**src/rtl/fp_div_iter_if.sv**
```systemverilog
// Handshake/data bundle for the iterative FP divider.
// Parametrised by exponent and stored-fraction width to match the divider instance.
interface fp_div_iter_if #(
  parameter int EXP_W = 8,
  parameter int MAN_W = 23
);
  localparam int W = 1 + EXP_W + MAN_W;

  // start is sampled only while busy=0; an accepted start captures A/B on that edge.
  // busy stays high until the edge that raises done; done is a one-cycle pulse and
  // Out plus all flags are valid from that cycle and held until the next done.
  logic         start;
  logic [W-1:0] A;
  logic [W-1:0] B;
  logic         busy;
  logic         done;
  logic [W-1:0] Out;
  logic         f_invalid;
  logic         f_divzero;
  logic         f_overflow;
  logic         f_underflow;
  logic         f_inexact;

  modport master (
    output start, A, B,
    input  busy, done, Out, f_invalid, f_divzero, f_overflow, f_underflow, f_inexact
  );

  modport slave (
    input  start, A, B,
    output busy, done, Out, f_invalid, f_divzero, f_overflow, f_underflow, f_inexact
  );
endinterface

```
**src/rtl/fp_div_iter.sv**
```systemverilog
// Multi-cycle floating-point divider: restoring division, one quotient bit per clock,
// DAZ on inputs, flush-to-zero on underflow, round-to-nearest-even.
module fp_div_iter #(
  parameter int EXP_W = 8,
  parameter int MAN_W = 23
) (
  input  logic         clk,
  input  logic         rst_n,
  fp_div_iter_if.slave bus,
  output logic [1:0]   state_dbg
);
  localparam int W     = 1 + EXP_W + MAN_W;
  localparam int EW    = EXP_W + 2;
  localparam int CNT_W = $clog2(MAN_W + 3);
  localparam logic [CNT_W-1:0]     LAST_ITER = CNT_W'(MAN_W + 2);
  localparam logic signed [EW-1:0] BIAS      = EW'((1 << (EXP_W - 1)) - 1);
  localparam logic signed [EW-1:0] E_MAX     = EW'((1 << EXP_W) - 1);
  localparam logic signed [EW-1:0] E_ONE     = EW'(1);
  localparam logic [W-1:0] QNAN = {1'b0, {EXP_W{1'b1}}, 1'b1, {(MAN_W-1){1'b0}}};

  typedef enum logic [1:0] {IDLE, PREP, DIV, ROUND} state_t;

  state_t state, state_nx;

  logic [W-1:0]           a_q, b_q;
  logic [MAN_W+1:0]       rem;
  logic [MAN_W:0]         dvs;
  logic [MAN_W+2:0]       q;
  logic signed [EW-1:0]   e;
  logic                   sign;
  logic                   special;
  logic [W-1:0]           spec_out;
  logic [4:0]             spec_flags;
  logic [CNT_W-1:0]       cnt;
  logic [W-1:0]           out_q;
  logic [4:0]             flags_q;  // {invalid, divzero, overflow, underflow, inexact}
  logic                   done_q;

  // Operand classification (subnormals read as zero)
  logic [EXP_W-1:0] ea, eb;
  logic [MAN_W-1:0] fa, fb;
  logic a_nan, b_nan, a_inf, b_inf, a_zero, b_zero, sign_ab;

  assign ea      = a_q[W-2:MAN_W];
  assign eb      = b_q[W-2:MAN_W];
  assign fa      = a_q[MAN_W-1:0];
  assign fb      = b_q[MAN_W-1:0];
  assign a_nan   = (&ea) && (|fa);
  assign b_nan   = (&eb) && (|fb);
  assign a_inf   = (&ea) && !(|fa);
  assign b_inf   = (&eb) && !(|fb);
  assign a_zero  = ~|ea;
  assign b_zero  = ~|eb;
  assign sign_ab = a_q[W-1] ^ b_q[W-1];

  logic         spec_hit;
  logic [W-1:0] spec_val;
  logic [4:0]   spec_fl;

  always_comb begin
    spec_hit = 1'b1;
    spec_val = '0;
    spec_fl  = '0;
    if (a_nan || b_nan) begin
      spec_val = QNAN;
    end else if ((a_zero && b_zero) || (a_inf && b_inf)) begin
      spec_val = QNAN;
      spec_fl  = 5'b10000;
    end else if (a_inf) begin
      spec_val = {sign_ab, {EXP_W{1'b1}}, {MAN_W{1'b0}}};
    end else if (b_zero) begin
      spec_val = {sign_ab, {EXP_W{1'b1}}, {MAN_W{1'b0}}};
      spec_fl  = 5'b01000;
    end else if (a_zero || b_inf) begin
      spec_val = {sign_ab, {(W-1){1'b0}}};
    end else begin
      spec_hit = 1'b0;
    end
  end

  // One restoring step; the remainder always stays below twice the divisor
  logic             rem_ge;
  logic [MAN_W+1:0] rem_sub;
  logic [MAN_W+1:0] rem_next;
  logic [MAN_W+2:0] q_next;

  assign rem_ge   = rem >= {1'b0, dvs};
  assign rem_sub  = rem_ge ? (rem - {1'b0, dvs}) : rem;
  assign rem_next = rem_sub << 1;
  assign q_next   = {q[MAN_W+1:0], rem_ge};

  logic [MAN_W-1:0]     frac, frac_r;
  logic                 guard, sticky, round_up, carry;
  logic signed [EW-1:0] e_n, e_r;
  logic [W-1:0]         rnd_out;
  logic [4:0]           rnd_fl;

  always_comb begin
    if (q[MAN_W+2]) begin
      frac   = q[MAN_W+1:2];
      guard  = q[1];
      sticky = q[0] | (|rem);
      e_n    = e;
    end else begin
      frac   = q[MAN_W:1];
      guard  = q[0];
      sticky = |rem;
      e_n    = e - E_ONE;
    end
    round_up        = guard & (sticky | frac[0]);
    {carry, frac_r} = {1'b0, frac} + {{MAN_W{1'b0}}, round_up};
    e_r             = carry ? (e_n + E_ONE) : e_n;
    if (!e_r[EW-1] && (e_r >= E_MAX)) begin
      rnd_out = {sign, {EXP_W{1'b1}}, {MAN_W{1'b0}}};
      rnd_fl  = 5'b00101;
    end else if (e_r[EW-1] || (e_r == '0)) begin
      rnd_out = {sign, {(W-1){1'b0}}};
      rnd_fl  = 5'b00011;
    end else begin
      rnd_out = {sign, e_r[EXP_W-1:0], frac_r};
      rnd_fl  = {4'b0000, guard | sticky};
    end
  end

  always_comb begin
    state_nx = state;
    case (state)
      IDLE:    if (bus.start) state_nx = PREP;
      PREP:    state_nx = spec_hit ? ROUND : DIV;
      DIV:     if (cnt == LAST_ITER) state_nx = ROUND;
      ROUND:   state_nx = IDLE;
      default: state_nx = IDLE;
    endcase
  end

  always_ff @(posedge clk) begin
    if (!rst_n) begin
      state      <= IDLE;
      a_q        <= '0;
      b_q        <= '0;
      rem        <= '0;
      dvs        <= '0;
      q          <= '0;
      e          <= '0;
      sign       <= 1'b0;
      special    <= 1'b0;
      spec_out   <= '0;
      spec_flags <= '0;
      cnt        <= '0;
      out_q      <= '0;
      flags_q    <= '0;
      done_q     <= 1'b0;
    end else begin
      state  <= state_nx;
      done_q <= 1'b0;
      case (state)
        IDLE: begin
          if (bus.start) begin
            a_q <= bus.A;
            b_q <= bus.B;
          end
        end
        PREP: begin
          special    <= spec_hit;
          spec_out   <= spec_val;
          spec_flags <= spec_fl;
          sign       <= sign_ab;
          rem        <= {2'b01, fa};
          dvs        <= {1'b1, fb};
          q          <= '0;
          e          <= $signed({2'b00, ea}) - $signed({2'b00, eb}) + BIAS;
          cnt        <= '0;
        end
        DIV: begin
          rem <= rem_next;
          q   <= q_next;
          cnt <= cnt + 1'b1;
        end
        ROUND: begin
          out_q   <= special ? spec_out : rnd_out;
          flags_q <= special ? spec_flags : rnd_fl;
          done_q  <= 1'b1;
        end
        default: ;
      endcase
    end
  end

  assign bus.busy        = (state != IDLE);
  assign bus.done        = done_q;
  assign bus.Out         = out_q;
  assign bus.f_invalid   = flags_q[4];
  assign bus.f_divzero   = flags_q[3];
  assign bus.f_overflow  = flags_q[2];
  assign bus.f_underflow = flags_q[1];
  assign bus.f_inexact   = flags_q[0];
  assign state_dbg       = state;
endmodule
```
**src/flat_wrapper.sv**
```systemverilog
// flat-port wrapper written by rule: the top's interface ports become plain ports
module fp_div_iter_flat 
#(
  parameter int EXP_W = 8,
  parameter int MAN_W = 23
)
  (clk, rst_n, state_dbg, bus_start, bus_A, bus_B, bus_busy, bus_done, bus_Out, bus_f_invalid, bus_f_divzero, bus_f_overflow, bus_f_underflow, bus_f_inexact);
  fp_div_iter_if #(.EXP_W(EXP_W), .MAN_W(MAN_W)) bus_i ();
  input  logic clk;
  input  logic rst_n;
  output logic [1:0] state_dbg;
  input wire logic [$bits(bus_i.start)-1:0] bus_start;
  input wire logic [$bits(bus_i.A)-1:0] bus_A;
  input wire logic [$bits(bus_i.B)-1:0] bus_B;
  output wire logic [$bits(bus_i.busy)-1:0] bus_busy;
  output wire logic [$bits(bus_i.done)-1:0] bus_done;
  output wire logic [$bits(bus_i.Out)-1:0] bus_Out;
  output wire logic [$bits(bus_i.f_invalid)-1:0] bus_f_invalid;
  output wire logic [$bits(bus_i.f_divzero)-1:0] bus_f_divzero;
  output wire logic [$bits(bus_i.f_overflow)-1:0] bus_f_overflow;
  output wire logic [$bits(bus_i.f_underflow)-1:0] bus_f_underflow;
  output wire logic [$bits(bus_i.f_inexact)-1:0] bus_f_inexact;
  assign bus_i.start = bus_start;
  assign bus_i.A = bus_A;
  assign bus_i.B = bus_B;
  assign bus_busy = bus_i.busy;
  assign bus_done = bus_i.done;
  assign bus_Out = bus_i.Out;
  assign bus_f_invalid = bus_i.f_invalid;
  assign bus_f_divzero = bus_i.f_divzero;
  assign bus_f_overflow = bus_i.f_overflow;
  assign bus_f_underflow = bus_i.f_underflow;
  assign bus_f_inexact = bus_i.f_inexact;
  fp_div_iter #(.EXP_W(EXP_W), .MAN_W(MAN_W)) u_core (.clk(clk), .rst_n(rst_n), .bus(bus_i), .state_dbg(state_dbg));
endmodule
```
**config.mk**
```make
export PLATFORM = sky130hd
export DESIGN_NAME = fp_div_iter_flat
export DESIGN_NICKNAME = d
export VERILOG_FILES = /design/src/rtl/fp_div_iter_if.sv /design/src/rtl/fp_div_iter.sv /design/src/flat_wrapper.sv
export SDC_FILE = /design/constraint.sdc
export NUM_CORES = 1
export LEC_CHECK = 0
export ABC_CLOCK_PERIOD_IN_PS = 5250
export CELL_PAD_IN_SITES_DETAIL_PLACEMENT = 1
export CELL_PAD_IN_SITES_GLOBAL_PLACEMENT = 1
export CORE_MARGIN = 4
export CORE_UTILIZATION = 48
export CTS_CLUSTER_DIAMETER = 30
export CTS_CLUSTER_SIZE = 20
export DETAILED_ROUTE_END_ITERATION = 16
export DONT_BUFFER_PORTS = 1
export GPL_ROUTABILITY_DRIVEN = 0
export PLACE_DENSITY = 0.8
export SLEW_MARGIN = 10
export SYNTH_ARGS = -nofsm -noshare
export SYNTH_HDL_FRONTEND = slang
export SYNTH_SLANG_ARGS = --single-unit
```
**constraint.sdc**
```tcl
create_clock -name clk -period 5.25 [get_ports clk]
set_input_delay 0.525 -clock clk [delete_from_list [all_inputs] [get_ports clk]]
set_output_delay 0.525 -clock clk [all_outputs]
set_load 0.05 [all_outputs]
```
==> impl.org <==
** Outcome
- The run finished with clean final reports.

** Timing
- Pins over their slew limit :: 0
- PnR worst setup slack :: a little under 0.5 ns
- Accumulated negative setup slack :: 0 ns
- At the pin with the least slew margin, the transition time is between 1 and 1.5 ns.
- Setup violations remaining at the end of the flow were counted as 0.
- Based on the critical path, the design can be clocked at up to around 210 MHz.
- Clock Skew :: around 0.015 ns
- Worst slew margin :: between 20% and 30%
- Share of the cycle needed by the critical path after routing :: 90.7%
- Setup repair after global routing left no endpoint under its margin.
- Hold violation count in the final report :: 0
- Counting I/O delays and the setup requirement, the final critical path takes between 4 and 5 ns.

** Yosys
- Counting flops with a built-in enable in the synthesized netlist gives 0.
- The average instance in the mapped netlist occupies between 7 and 8 µm².
- Number of instances in the synthesized netlist :: ~1500
- Netlist Area Pre-Place :: approximately 0.011 mm²
- When the netlist entered floorplanning its net count stood at around 1600.
- Flip-flop and latch count after synthesis :: roughly 200
- In the synthesized netlist the async set-or-reset flop fraction comes to 0%.
- Post-synth cell types :: 79
- Sequential elements use 35.2% of the synthesized area.
- Ys flop type :: sky130_fd_sc_hd__dfxtp_1
- The Yosys step of the flow raised 0 warnings.

** Drt
- Drt initial violations :: approximately 540
- Per-cell routed wire length :: a little under 20 µm
- After detailed routing, the number of remaining DRC violations is 0.
- The first detailed-routing pass ran for 5 iterations.
- Post-detailed-route via-to-cell ratio :: 5.99
- For this block, the routed nets add up to around 35000 µm of wire.
- Once detail routing completed, the nets flagged for antenna violations numbered 0.
- Total via count in the routed design :: 10568

** Global route
- Combined global-route utilization of all metal layers :: approximately a quarter
- Number of global-route vias before repair :: 10872
- Total congestion overflow :: 0
- Entering global routing, the biggest net connects 65 pins.
- First-pass GRT wire length :: about 56000 µm
- The initial antenna violation count was 0.

** Setup path
- Critical Path Start Type :: flop
- Length in cells of the worst reg-to-reg path :: 12
- The critical path is of the flop to flop type.
- The largest individual stage delay along the critical path comes from the cell sky130_fd_sc_hd__nor4_4.
- The critical path crosses 12 cells after its start point.
- Along the worst path, the maximum fanout reaches 24.
- Dominant cell type by count on the critical path :: sky130_fd_sc_hd__inv_1
- The worst setup path is captured at a flop.
- The number of buffers and inverters on the critical path is 3.
- Worst path cell trace :: clkinv_1, mux2_2, inv_1, ha_1, inv_1, o32ai_1, nand2_1, or4_1, xor2_1, nor4_2, nor4_4, a22o_1
- Arrival @ worst endpoint :: roughly 5.2 ns
- Largest delay contributor family on the critical path :: simple AND/OR/NAND/NOR gates
- On the worst path, the slowest cell contributes a delay of roughly 0.85 ns.
- Data on the critical path is required at its endpoint by around 5.7 ns.

** Power
- Design internal power :: between 5000 and 6000 µW
- Clk network pwr share :: just under 30%
- The share of total power dissipated in combinational logic is 47.5%.
- Summed over all cells, the static leakage comes to roughly 0.0047 µW.
- P per Cell Area :: around 700 mW/mm²
- Peak supply drop :: about 0.36 mV
- Seq pwr share :: between 20% and 30%
- Net switching is 43.3% of the power.
- Power spent charging and discharging nets :: ~4100 µW

** CTS
- Clock-pin slew was measured on the worst setup and hold paths at ~0.05 ns.
- Post-CTS setup buffer count :: 0
- Counting every sink on the clock net gives around 200.
- The tree is rooted in a sky130_fd_sc_hd__clkbuf_16.
- TritonCTS built the clock tree.
- Clk buf depth :: 3
- Clock latency on the worst-skew pair :: between 0.5 and 0.6 ns
- Post-CTS Resized :: 0
- The H-tree was split into 2 levels.
- Number of hold buffers added after CTS :: 0
- In this run, CTS created clock tree buffers numbering 42.

** Place
- Timing analysis after detailed placement gives a worst setup slack of about 0.8 ns.
- Estimated wirelength of the detail-placed design :: ~24000 µm
- During placement, the flow inserted port buffers numbering 0.

** Hold path
- Hold/Removal Path Class :: input pin to flop
- The worst hold path was traced through 2 stages.

** Layout
- Final-stage net count :: ~1500
- The filler cells instantiated in the layout total between 2000 and 3000.
- Share of final-layout standard cells stronger than drive strength 1 :: ~7.9%
- Antenna Diode Count :: 0
- Area growth from synthesis to layout :: 13.6%

** Floorplanning
- After floorplanning, the core was divided into 56 placement rows.
- about 110 I/O pins were placed.
- Die Y :: 162 µm
- Overall die area :: 0.0264 mm²
- Initial Util :: around half
- Chip width :: 162 µm
- In this run the standard cell core region covers 0.0235 mm².

** Job
- Count of max-cap constraint violations :: 0
-- per-stage QoR --
step / hold slack, ns / total power [µW] / instances / cell area (µm²) / utilization, %
finish: 0.149 / 9360 / 1765 / 13000 / 55.3
global route: 0.144 / 9980 / 1765 / 13000 / 55.3
CTS: 0.128 / 9370 / 1765 / 13000 / 55.3
detailed placement: 0.468 / 6540 / 1690 / 11500 / 49.0
global placement: 0.451 / 6400 / 1690 / 11500 / 49.0
floorplan: 0.440 / 5510 / 1464 / 11400 / -
-- flip-flops by register name (all words and copies together) (netlist names) --
signal	cells
u_core.spec_out	3
u_core.a_q	32
u_core.q	26
u_core.bus.done	1
u_core.cnt	5
u_core.state_dbg	2
u_core.flags_q	5
u_core.spec_flags	2
u_core.rem	25
u_core.b_q	32
u_core.e	10
u_core.bus.Out	32
u_core.dvs	24
u_core.special	1
u_core.sign	1
-- placed cells by master, fill, tap and decap left out, types with 8 or more instances in the layout --
master,Yosys,layout
sky130_fd_sc_hd__a211oi_1,22,22
sky130_fd_sc_hd__a21boi_0,9,9
sky130_fd_sc_hd__a21o_1,12,12
sky130_fd_sc_hd__a21oi_1,150,150
sky130_fd_sc_hd__a22o_1,22,22
sky130_fd_sc_hd__a311oi_1,18,18
sky130_fd_sc_hd__a31o_2,10,10
sky130_fd_sc_hd__a31oi_1,16,16
sky130_fd_sc_hd__and2_1,15,14
sky130_fd_sc_hd__buf_4,3,8
sky130_fd_sc_hd__clkbuf_1,73,9
sky130_fd_sc_hd__clkbuf_16,0,45
sky130_fd_sc_hd__dfxtp_1,201,200
sky130_fd_sc_hd__ha_1,43,41
sky130_fd_sc_hd__inv_1,61,60
sky130_fd_sc_hd__mux2i_1,38,38
sky130_fd_sc_hd__nand2_1,254,253
sky130_fd_sc_hd__nand2b_1,19,19
sky130_fd_sc_hd__nand3_1,54,54
sky130_fd_sc_hd__nand4_1,19,19
sky130_fd_sc_hd__nor2_1,98,97
sky130_fd_sc_hd__nor2b_1,13,13
sky130_fd_sc_hd__nor3_1,18,18
sky130_fd_sc_hd__nor3b_1,9,9
sky130_fd_sc_hd__nor4_1,23,23
sky130_fd_sc_hd__o211ai_1,10,10
sky130_fd_sc_hd__o21a_1,12,12
sky130_fd_sc_hd__o21ai_0,45,45
sky130_fd_sc_hd__xnor2_1,35,35
sky130_fd_sc_hd__xor2_1,25,25
-- power groups by stage --
stage | Combinational [µW] | Clock, µW | Sequential, µW
finish | 4450 | 2740 | 2170
global route | 4910 | 2860 | 2210
CTS | 4420 | 2780 | 2170
detailed placement | 4350 | 0 | 2190
global placement | 4220 | 0 | 2180
floorplan | 3480 | 0 | 2030
-- cells by family after synthesis --
logic type               synth area share (%)
AO/OA/AOI/OAI                            21.5
XOR/XNOR                                 4.59
adder cells (fa/ha/maj)                  5.05
buffers and inverters                    5.75
flip-flops                               35.2
multiplexers                             3.72
AND/OR/NAND/NOR                          24.2
-- Yosys cell counts (5+ instances only) --
library cell                number  area (µm²)
sky130_fd_sc_hd__nor3b_1         9        67.6
sky130_fd_sc_hd__nand3_1        54         270
sky130_fd_sc_hd__dfxtp_1       201        4020
sky130_fd_sc_hd__nor3_1         18        90.1
sky130_fd_sc_hd__and4_1          6        52.6
sky130_fd_sc_hd__or3_1           7        43.8
sky130_fd_sc_hd__and3_1          7        43.8
sky130_fd_sc_hd__clkbuf_1       73         274
sky130_fd_sc_hd__or4_1           5        37.5
sky130_fd_sc_hd__nand2b_1       19         119
sky130_fd_sc_hd__a31o_2         10        87.6
sky130_fd_sc_hd__nor2b_1        13        81.3
sky130_fd_sc_hd__buf_1          14        52.6
sky130_fd_sc_hd__nand2_1       254         953
sky130_fd_sc_hd__and2_1         15        93.8
sky130_fd_sc_hd__mux2i_1        38         380
sky130_fd_sc_hd__o21a_1         12        90.1
sky130_fd_sc_hd__a31oi_1        16         100
sky130_fd_sc_hd__o21bai_1        7        52.6
sky130_fd_sc_hd__ha_1           43         538
sky130_fd_sc_hd__a2111oi_0       7        61.3
sky130_fd_sc_hd__nand4_1        19         119
sky130_fd_sc_hd__a22o_1         22         193
sky130_fd_sc_hd__nor2_1         98         368
sky130_fd_sc_hd__nor4_1         23         144
sky130_fd_sc_hd__o211ai_1       10        75.1
sky130_fd_sc_hd__xor2_1         25         219
sky130_fd_sc_hd__a21oi_1       150         751
sky130_fd_sc_hd__a21boi_0        9        67.6
sky130_fd_sc_hd__xnor2_1        35         307
sky130_fd_sc_hd__buf_2           9        45.0
sky130_fd_sc_hd__o31ai_1         6        45.0
sky130_fd_sc_hd__inv_1          61         229
sky130_fd_sc_hd__o21ai_0        45         225
sky130_fd_sc_hd__a22oi_1         5        37.5
sky130_fd_sc_hd__a311oi_1       18         158
sky130_fd_sc_hd__a211oi_1       22         165
sky130_fd_sc_hd__a21o_1         12        90.1
-- area by class of cell --
| type | count | area (µm²) | share of cell area, % |
|---|---|---|---|
| multi-input cells | 1098 | 6770 | 52.1 |
| flip-flops and latches | 201 | 4030 | 31.0 |
| clock buffers | 58 | 1210 | 9.35 |
| well taps | 319 | 399 | 3.07 |
| clock inverters | 17 | 262 | 2.01 |
| inverters | 63 | 239 | 1.84 |
| repair buffers | 9 | 80.1 | 0.617 |
-- final timing paths --
check / from / endpoint / slack [ns]
hold / removal: bus_B[5] / u_core.b_q[5] / 0.15
hold reg to reg: u_core.b_q[14] / u_core.b_q[14] / 0.47
setup / recovery: u_core.q[25] / u_core.bus.Out[16] / 0.49
setup reg to reg: u_core.q[25] / u_core.bus.Out[16] / 0.49
-- metal layers --
layer / up-vias / share of wire [%] / global-route usage (%)
met5: - / 0 / 0
met4: 0 / 3.9 / 11.4
met3: 83 / 4.8 / 4.35
met2: 257 / 47 / 43.5
met1: 5143 / 44 / 33.0
li1: 5085 / - / -
Note: power is estimated with default switching activity, not from simulation.
